`config.mk`:
```
export PLATFORM = sky130hd
export DESIGN_NAME = render_sched_flat
export DESIGN_NICKNAME = d
export VERILOG_FILES = /design/src/rtl/render_sched_if.sv /design/src/rtl/render_sched.sv /design/src/flat_wrapper.sv
export SDC_FILE = /design/constraint.sdc
export NUM_CORES = 1
export LEC_CHECK = 0
export BUFFER_PORTS_ARGS = -buffer_cell sky130_fd_sc_hd__buf_2
export CORE_UTILIZATION = 55
export CTS_BUF_LIST = sky130_fd_sc_hd__clkbuf_4 sky130_fd_sc_hd__clkbuf_8
export CTS_CLUSTER_SIZE = 24
export DETAILED_ROUTE_END_ITERATION = 12
export MAX_ROUTING_LAYER = met4
export PLACE_DENSITY_LB_ADDON = 0.2
export REMOVE_ABC_BUFFERS = 1
export SETUP_SLACK_MARGIN = 0.5
export SYNTH_ARGS = -nofsm -noshare
export SYNTH_HDL_FRONTEND = slang
export SYNTH_SLANG_ARGS = --single-unit
```
`constraint.sdc`:
```
create_clock -name clk -period 4.7 [get_ports clk]
set_input_delay 0 -clock clk [delete_from_list [all_inputs] [get_ports clk]]
set_output_delay 0 -clock clk [all_outputs]
set_load 0.005 [all_outputs]
```
`src/rtl/render_sched_if.sv`:
```
// Framebuffer write-port and pass handshake bundle for render_sched.
// master: the sequencer; slave: the map renderer / overlay / framebuffer side.
interface render_sched_if #(
  parameter int ADDR_W = 19,
  parameter int DATA_W = 16
);
  logic              render_start;
  logic              render_done;
  logic [ADDR_W-1:0] map_addr;
  logic [DATA_W-1:0] map_data;
  logic              map_wr;
  logic              ovl_start;
  logic              ovl_done;
  logic [ADDR_W-1:0] ovl_addr;
  logic [DATA_W-1:0] ovl_data;
  logic              ovl_wr;
  logic [ADDR_W-1:0] dst_addr;
  logic [DATA_W-1:0] dst_data;
  logic              dst_wr;

  modport master (
    output render_start, ovl_start,
    output dst_addr, dst_data, dst_wr,
    input  render_done, ovl_done,
    input  map_addr, map_data, map_wr,
    input  ovl_addr, ovl_data, ovl_wr
  );

  modport slave (
    input  render_start, ovl_start,
    input  dst_addr, dst_data, dst_wr,
    output render_done, ovl_done,
    output map_addr, map_data, map_wr,
    output ovl_addr, ovl_data, ovl_wr
  );
endinterface

```
`src/rtl/render_sched.sv`:
```
// Frame sequencer: detects stale screen, snapshots scene, runs map then
// overlay pass, muxes the framebuffer port. Ports: clk/rst, scene inputs,
// snap_* outputs, status (busy/frame_done/timeout_err/frame_count), bus.
module render_sched #(
  parameter int ADDR_W     = 19,
  parameter int DATA_W     = 16,
  parameter int OVERLAY_EN = 1,
  parameter int TIMEOUT    = 1048575,
  parameter int TO_W       = 20
) (
  input  logic        clk,
  input  logic        rst,
  input  logic [18:0] map_id,
  input  logic [3:0]  player_x,
  input  logic [3:0]  player_y,
  input  logic        anim_tick,
  input  logic        force_redraw,
  output logic [18:0] snap_map_id,
  output logic [3:0]  snap_player_x,
  output logic [3:0]  snap_player_y,
  output logic        snap_swap,
  output logic        busy,
  output logic        frame_done,
  output logic        timeout_err,
  output logic [15:0] frame_count,
  render_sched_if.master bus
);

  typedef enum logic [1:0] {
    IDLE, MAP, OVL, FIN
  } state_t;

  localparam logic [TO_W-1:0] TO_LAST = TO_W'(TIMEOUT - 1);

  state_t          state, state_n;
  logic            dirty, anim_pend;
  logic [TO_W-1:0] cnt;
  logic            launch, to_hit;
  logic            mismatch, ev;

  assign mismatch = (map_id != snap_map_id)
                  | (player_x != snap_player_x)
                  | (player_y != snap_player_y);
  assign ev   = anim_tick | force_redraw;
  assign busy = (state != IDLE);

  always_ff @(posedge clk) begin
    if (rst) state <= IDLE;
    else     state <= state_n;
  end

  always_comb begin
    state_n = state;
    launch  = 1'b0;
    to_hit  = 1'b0;
    unique case (state)
      IDLE: begin
        if (dirty) begin
          state_n = MAP;
          launch  = 1'b1;
        end
      end
      MAP: begin
        if (bus.render_done) begin
          state_n = (OVERLAY_EN != 0) ? OVL : FIN;
        end else if (cnt == TO_LAST) begin
          state_n = IDLE;
          to_hit  = 1'b1;
        end
      end
      OVL: begin
        if (bus.ovl_done) begin
          state_n = FIN;
        end else if (cnt == TO_LAST) begin
          state_n = IDLE;
          to_hit  = 1'b1;
        end
      end
      FIN:     state_n = IDLE;
      default: state_n = IDLE;
    endcase
  end

  always_ff @(posedge clk) begin
    if (rst) begin
      snap_map_id      <= '0;
      snap_player_x    <= '0;
      snap_player_y    <= '0;
      snap_swap        <= 1'b0;
      dirty            <= 1'b1;
      anim_pend        <= 1'b0;
      cnt              <= '0;
      bus.render_start <= 1'b0;
      bus.ovl_start    <= 1'b0;
      bus.dst_addr     <= '0;
      bus.dst_data     <= '0;
      bus.dst_wr       <= 1'b0;
      frame_done       <= 1'b0;
      timeout_err      <= 1'b0;
      frame_count      <= '0;
    end else begin
      // On launch the mismatch terms vanish (snap takes the inputs), so
      // only same-cycle pulses can re-arm the next frame.
      if (launch) begin
        snap_map_id   <= map_id;
        snap_player_x <= player_x;
        snap_player_y <= player_y;
        snap_swap     <= snap_swap ^ anim_pend;
        dirty         <= ev;
        anim_pend     <= anim_tick;
      end else begin
        dirty     <= dirty | mismatch | ev | to_hit;
        anim_pend <= anim_pend | anim_tick;
      end

      if (state_n != state)
        cnt <= '0;
      else if (state == MAP || state == OVL)
        cnt <= cnt + 1'b1;

      bus.render_start <= launch;
      bus.ovl_start    <= (state == MAP) && (state_n == OVL);
      frame_done       <= (state_n == FIN);

      if (state == FIN) frame_count <= frame_count + 16'd1;
      if (to_hit)       timeout_err <= 1'b1;

      if (state == MAP) begin
        bus.dst_addr <= bus.map_addr;
        bus.dst_data <= bus.map_data;
        bus.dst_wr   <= bus.map_wr;
      end else if (state == OVL) begin
        bus.dst_addr <= bus.ovl_addr;
        bus.dst_data <= bus.ovl_data;
        bus.dst_wr   <= bus.ovl_wr;
      end else begin
        bus.dst_wr   <= 1'b0;
      end
    end
  end

endmodule
```
`src/flat_wrapper.sv`:
```
// flat-port wrapper written by rule: the top's interface ports become plain ports
module render_sched_flat 
#(
  parameter int ADDR_W     = 19,
  parameter int DATA_W     = 16,
  parameter int OVERLAY_EN = 1,
  parameter int TIMEOUT    = 1048575,
  parameter int TO_W       = 20
)
  (clk, rst, map_id, player_x, player_y, anim_tick, force_redraw, snap_map_id, snap_player_x, snap_player_y, snap_swap, busy, frame_done, timeout_err, frame_count, bus_render_start, bus_ovl_start, bus_dst_addr, bus_dst_data, bus_dst_wr, bus_render_done, bus_ovl_done, bus_map_addr, bus_map_data, bus_map_wr, bus_ovl_addr, bus_ovl_data, bus_ovl_wr);
  render_sched_if #(.ADDR_W(ADDR_W), .DATA_W(DATA_W)) bus_i ();
  input  logic clk;
  input  logic rst;
  input  logic [18:0] map_id;
  input  logic [3:0] player_x;
  input  logic [3:0] player_y;
  input  logic anim_tick;
  input  logic force_redraw;
  output logic [18:0] snap_map_id;
  output logic [3:0] snap_player_x;
  output logic [3:0] snap_player_y;
  output logic snap_swap;
  output logic busy;
  output logic frame_done;
  output logic timeout_err;
  output logic [15:0] frame_count;
  output wire logic [$bits(bus_i.render_start)-1:0] bus_render_start;
  output wire logic [$bits(bus_i.ovl_start)-1:0] bus_ovl_start;
  output wire logic [$bits(bus_i.dst_addr)-1:0] bus_dst_addr;
  output wire logic [$bits(bus_i.dst_data)-1:0] bus_dst_data;
  output wire logic [$bits(bus_i.dst_wr)-1:0] bus_dst_wr;
  input wire logic [$bits(bus_i.render_done)-1:0] bus_render_done;
  input wire logic [$bits(bus_i.ovl_done)-1:0] bus_ovl_done;
  input wire logic [$bits(bus_i.map_addr)-1:0] bus_map_addr;
  input wire logic [$bits(bus_i.map_data)-1:0] bus_map_data;
  input wire logic [$bits(bus_i.map_wr)-1:0] bus_map_wr;
  input wire logic [$bits(bus_i.ovl_addr)-1:0] bus_ovl_addr;
  input wire logic [$bits(bus_i.ovl_data)-1:0] bus_ovl_data;
  input wire logic [$bits(bus_i.ovl_wr)-1:0] bus_ovl_wr;
  assign bus_render_start = bus_i.render_start;
  assign bus_ovl_start = bus_i.ovl_start;
  assign bus_dst_addr = bus_i.dst_addr;
  assign bus_dst_data = bus_i.dst_data;
  assign bus_dst_wr = bus_i.dst_wr;
  assign bus_i.render_done = bus_render_done;
  assign bus_i.ovl_done = bus_ovl_done;
  assign bus_i.map_addr = bus_map_addr;
  assign bus_i.map_data = bus_map_data;
  assign bus_i.map_wr = bus_map_wr;
  assign bus_i.ovl_addr = bus_ovl_addr;
  assign bus_i.ovl_data = bus_ovl_data;
  assign bus_i.ovl_wr = bus_ovl_wr;
  render_sched #(.ADDR_W(ADDR_W), .DATA_W(DATA_W), .OVERLAY_EN(OVERLAY_EN), .TIMEOUT(TIMEOUT), .TO_W(TO_W)) u_core (.clk(clk), .rst(rst), .map_id(map_id), .player_x(player_x), .player_y(player_y), .anim_tick(anim_tick), .force_redraw(force_redraw), .snap_map_id(snap_map_id), .snap_player_x(snap_player_x), .snap_player_y(snap_player_y), .snap_swap(snap_swap), .busy(busy), .frame_done(frame_done), .timeout_err(timeout_err), .frame_count(frame_count), .bus(bus_i));
endmodule
```
* Word level (Yosys, flattened, before mapping)
Cells that the tools add are included.
** Word-level totals
- Register bits after elaboration :: 108
- Logic and storage cells :: 61
** Operators by class
- Add/subtract/negate cells :: 2
- Equal/unequal tests :: 10
- Mux-type cells :: 19
- Bitwise logic cells :: 8
- Reduce and logical (&&, ||, !) cells :: 6
** Operators by type and width (number)
- $mux 19 :: 2
- $mux 16 :: 2
- $add 20x1->20 const B :: 1
- $eq 20x20->1 const B :: 1
- $ne 19x19->1 :: 1
- $add 16x1->16 const B :: 1
- $mux 1 :: 9
- $eq 2x2->1 const B :: 4
- $mux 2 :: 4
- $ne 4x4->1 :: 2
- $pmux 2 s4 :: 1
- $or 1x1->1 :: 7
- $reduce_bool 2->1 :: 2
- $eq 2x1->1 const B :: 1
- $logic_not 2->1 :: 1
- $ne 2x2->1 :: 1
- $pmux 1 s2 :: 1
- $reduce_or 2->1 :: 1
- $logic_and 1x1->1 :: 1
- $logic_or 1x1->1 :: 1
- $xor 1x1->1 :: 1

* Logic depth before layout (Yosys ltp)
- Word-level depth :: 7
- Depth in mapped cells :: 9
- Mapped depth without buffers :: 7

* Least setup slack after synthesis
Ideal clock, no wire load.
- Path kind :: register -> register
- Start :: register u_core.state[0]
- End :: register u_core.cnt[13]
- Setup time :: 0.072 ns
- Data arrival time :: 1.913 ns
- Data required time :: 4.628 ns
- Setup slack :: 2.715 ns
- Cell stages (with the launch flop) :: 9
- Buffers on the path :: 1
- Path through :: dfxtp_1 inv_1 ha_1 clkbuf_1 nand4_1 nor4_2 nand3_1 xor2_1 nor3b_2
** Between the ends
- Longest elaborated chain between the ends :: 5
** Ends and longest elaborated chain
- start, declared :: RTL line render_sched.sv:35 : state_t state, state_n;
- start signal, assigned :: RTL line render_sched.sv:49 : else state <= state_n;
- $mux 2 :: RTL line render_sched.sv:66, render_sched.sv:74
- $mux 2 (on tied branches) :: RTL line render_sched.sv:72, render_sched.sv:64
- $pmux 2 s4 :: RTL line render_sched.sv:56 : unique case (state)
- $ne 2x2->1 :: RTL line render_sched.sv:116 : if (state_n != state)
- $reduce_or 2->1 (no line)
- end signal, assigned :: RTL line render_sched.sv:119 : cnt <= cnt + 1'b1;
- end, declared :: RTL line render_sched.sv:37 : logic [TO_W-1:0] cnt;
Parallel ways exist; a longest one is shown, timed or not.
A chain may end at the register's enable or synchronous reset.

* Worst setup path after layout
- Start :: register u_core.state[1]
- End :: register u_core.cnt[13]
Same word-level chain as after synthesis.

==> flow_summary.rst <==
.. list-table::
   :header-rows: 1

   * - Metric
     - Value
   * - Run status
     - finished with violations
   * - Violations in the final reports
     - negative hold slack
   * - Worst-Skew Late Latency
     - 380 ps
   * - Worst Setup Path Type
     - flip-flop to flip-flop
   * - Combinational Power Share
     - 39.9%
   * - Synth Area per Inst
     - between 8 and 9 um^2
   * - Last weighted congestion value of the routability-driven placer
     - roughly 0.87
   * - Power density relative to cell area
     - between 400 and 500 nW/um^2
   * - Number of instances in the synthesized netlist
     - 566
   * - Pin count of the biggest net entering global routing
     - 79
   * - NetSw
     - 0.00117 W
   * - Sequential Power Share
     - 40.5%
   * - Number of core rows
     - 34
   * - Number of distinct library cells after synthesis
     - 44
   * - Clock power frac
     - roughly a fifth
   * - Sinks on Clock Net
     - 108
   * - Internal
     - 0.00189 W
   * - Number of global-route vias before repair
     - 5066
   * - Achievable frequency
     - ~330 MHz
   * - # DRC
     - 0
   * - Total via count after detailed routing
     - 5089
   * - Remaining global-route overflow
     - 0
   * - Largest area contributor in the netlist
     - sky130_fd_sc_hd__dfxtp_1
   * - Time the worst path needs with I/O delays and setup
     - 3050 ps
   * - Static power due to leakage
     - 3.14 nW
   * - Final standard cell utilization of the core
     - 80.3%
   * - Number of failing hold endpoints at the final stage
     - 2
   * - Area fraction of the dominant cell type after synthesis
     - 43.1%
   * - Non-filler cells, final
     - 934
   * - Antenna violations before repair
     - 1
   * - Warnings from Yosys
     - 0
   * - Area overhead of the layout relative to synthesis
     - 40.4%
   * - Setup-failing EPs final
     - 0
   * - Fin. max-slew vios
     - 0
   * - Commonest non-fill, non-tap cell in the layout
     - sky130_fd_sc_hd__buf_2
   * - Worst hold slack across all endpoints
     - -29.8 ps
   * - Worst hold-check path type
     - primary input to flip-flop
   * - Placeable core region
     - about 9000 um^2
   * - Maximum clock path buffer count
     - 2
   * - Top library cells by usage in the layout, fill and taps aside
     - sky130_fd_sc_hd__buf_2, sky130_fd_sc_hd__dfxtp_1, sky130_fd_sc_hd__nand2_1, sky130_fd_sc_hd__dlygate4sd3_1, sky130_fd_sc_hd__nor2_1
   * - Number of buffers inserted by post-CTS setup repair
     - 0
   * - Ordered cell list for the critical path
     - inv_1, ha_2, buf_4, nand4_1, nor4_2, nand3_1, xor2_1, nor3b_2
   * - Portion of the post-synthesis area used by sequential elements
     - 43.1%
   * - Root Buffer Master
     - sky130_fd_sc_hd__clkbuf_8
   * - Setup repair after global routing missed its margin
     - false
   * - Level count of the clock H-tree
     - 3
   * - Wire length of the first global-routing pass
     - 23.9 mm
   * - Final cycle utilization of the critical path
     - 64.9%
   * - Fraction of final layout cells sized beyond drive strength 1
     - 29.2%
   * - Largest cells by area after synthesis
     - sky130_fd_sc_hd__dfxtp_1, sky130_fd_sc_hd__xor2_1, sky130_fd_sc_hd__mux2i_1
   * - CP Data Required Time
     - 5000 ps
   * - Max FO, Critical Path
     - 78
   * - Count of max-cap constraint violations
     - 0
   * - Chip height
     - between 90 and 100 um
   * - Setup skew after layout
     - 20.4 ps
   * - Tightest slew margin relative to the limit
     - 11.7%
   * - Filler instances
     - between 500 and 600
   * - Routed wire length per instance
     - 16.3 um
   * - Maximum vdd drop
     - 0.275 mV
   * - Post-DP HPWL
     - 8.48 mm
   * - DRT Pass-1 Iters
     - 4
   * - Starting density of the core
     - 57.2%
   * - CTS Buf Count
     - 9
   * - Die area
     - 9500 um^2
   * - # IOs
     - 190
   * - Critical path data arrival time
     - 3350 ps
   * - Number of I/O port buffers
     - 189
   * - Number of vias per cell
     - around 5.4
   * - Width of the die
     - 97.5 um
   * - Net switching share of the total power
     - 38.2%
   * - Total wirelength of the detailed-routed design
     - 15.2 mm
   * - Startpoint kind of the worst setup timing path
     - flip-flop
   * - TritonCTS clock tree
     - built
   * - Total instance count after detailed placement
     - 832
   * - Residual antenna-violating net count after detailed routing
     - 0
   * - Accumulated negative setup slack
     - 0 ps
   * - Crit path largest cell delay
     - a little under 600 ps
   * - Netlist area before placement
     - 5010 um^2
   * - Final net count
     - 933
   * - Highest-delay cell along the critical path
     - sky130_fd_sc_hd__buf_4
   * - Critical path endpoint category
     - flip-flop
   * - Initial drt markers
     - 217
   * - Register bit total from synthesis
     - about 110
   * - Clock slew at the register clock pins of the worst setup and hold paths
     - 120 ps
   * - Slew at the pin with the worst max-slew slack
     - about 1300 ps
   * - Global-route usage over all layers
     - 32.3%
[per-layer routing]
| metal | track usage, % | share of wire [%] | vias to the layer above |
|---|---|---|---|
| met5 | - | 0 | - |
| met4 | 19.1 | 5.1 | 0 |
| met3 | 5.68 | 5.2 | 67 |
| met2 | 58.1 | 52 | 206 |
| met1 | 32.7 | 38 | 2370 |
| li1 | - | - | 2446 |
[synth_stat cells, drive strengths merged]
cell type,count
dfxtp,108
nand2,85
nor2,70
xor2,42
a211oi,37
a21oi,36
mux2i,36
clkbuf,23
xnor2,19
buf,12
nand3,12
nand4,11
nor3,9
nor3b,9
nor4,9
ha,8
inv,7
and3,5
o21ai,5
nor2b,4
or3,4
and4,3
a22oi,2
and2,2
o211ai,2
a221oi,1
and2b,1
and4b,1
nand2b,1
o21a,1
o31ai,1
[through the flow]
stage	instance area, um^2	hold slack (ps)	setup WS, ps	power, W
3_3_place_gp	5980	228	1880	0.00225
2_1_floorplan	4860	69.1	1360	0.00190
3_5_place_dp	5980	250	1720	0.00230
6_report	7040	-29.8	1650	0.00306
5_1_grt	7040	2.55	1430	0.00322
4_1_cts	7020	0.718	1690	0.00298
[what timing repair did]
action	CTS	global route
endpoints found under the hold margin	58	2
resized for setup	0	0
hold buffers	83	2
endpoints found under the setup margin	0	0
[power groups by stage]
stage          clock, W  combinational (W)  sequential [W]
6_report       0.000600            0.00122         0.00124
5_1_grt        0.000636            0.00133         0.00125
4_1_cts        0.000597            0.00117         0.00122
3_5_place_dp          0            0.00106         0.00124
3_3_place_gp          0            0.00102         0.00123
2_1_floorplan         0           0.000656         0.00125
[worst paths after layout]
check / from / to / slack (ps) / depth (start not counted)
worst max-delay path: u_core.state[1] / u_core.cnt[13] / 1650 / 8
worst min-delay path: bus_map_data[1] / u_core.bus.dst_data[1] / -30 / 3
worst max register to register: u_core.state[1] / u_core.cnt[13] / 1650 / 8
worst min register to register: u_core.timeout_err / u_core.timeout_err / 460 / 2
[critical path, delay by kind of cell (launching register included)]
kind | cells | cell delay, ps
xor+xnor | 1 | 180
simple gates | 4 | 1240
flops | 1 | 480
buf+inv | 2 | 710
fa+ha+maj | 1 | 340
[logic make-up (layout without fill, tap and decap cells)]
group	count (synthesis)	count (layout)	share of synthesized area [%]
other cells	0	1	0
simple gates	226	226	22.6
compound gates	85	85	10.9
flops	108	108	43.1
buf+inv	42	301	3.57
xor+xnor	61	61	10.7
mux	36	36	7.19
fa+ha+maj	8	8	2.00
[state kept, by name, summed over array words and instances (netlist names)]
| register | cells |
|---|---|
| u_core.cnt | 20 |
| u_core.bus.dst_addr | 19 |
| u_core.snap_map_id | 19 |
| u_core.bus.dst_data | 16 |
| u_core.frame_count | 16 |
| u_core.snap_player_x | 4 |
| u_core.snap_player_y | 4 |
| u_core.state | 2 |
| u_core.anim_pend | 1 |
| u_core.bus.dst_wr | 1 |
| u_core.bus.ovl_start | 1 |
| u_core.bus.render_start | 1 |
| u_core.dirty | 1 |
| u_core.frame_done | 1 |
| u_core.snap_swap | 1 |
| u_core.timeout_err | 1 |
[area by class of cell]
type                       instances  area [um^2]  area share, %
multi-input combinational        416         2680           38.0
antenna                            1         2.50         0.0355
clock buffer                       9          124           1.76
inverter                           7         26.3          0.373
clock inverter                     7         86.3           1.23
tap                              108          135           1.92
sequential                       108         2160           30.7
timing repair buffer             278         1830           25.9
Note: power is estimated with default switching activity, not from simulation.
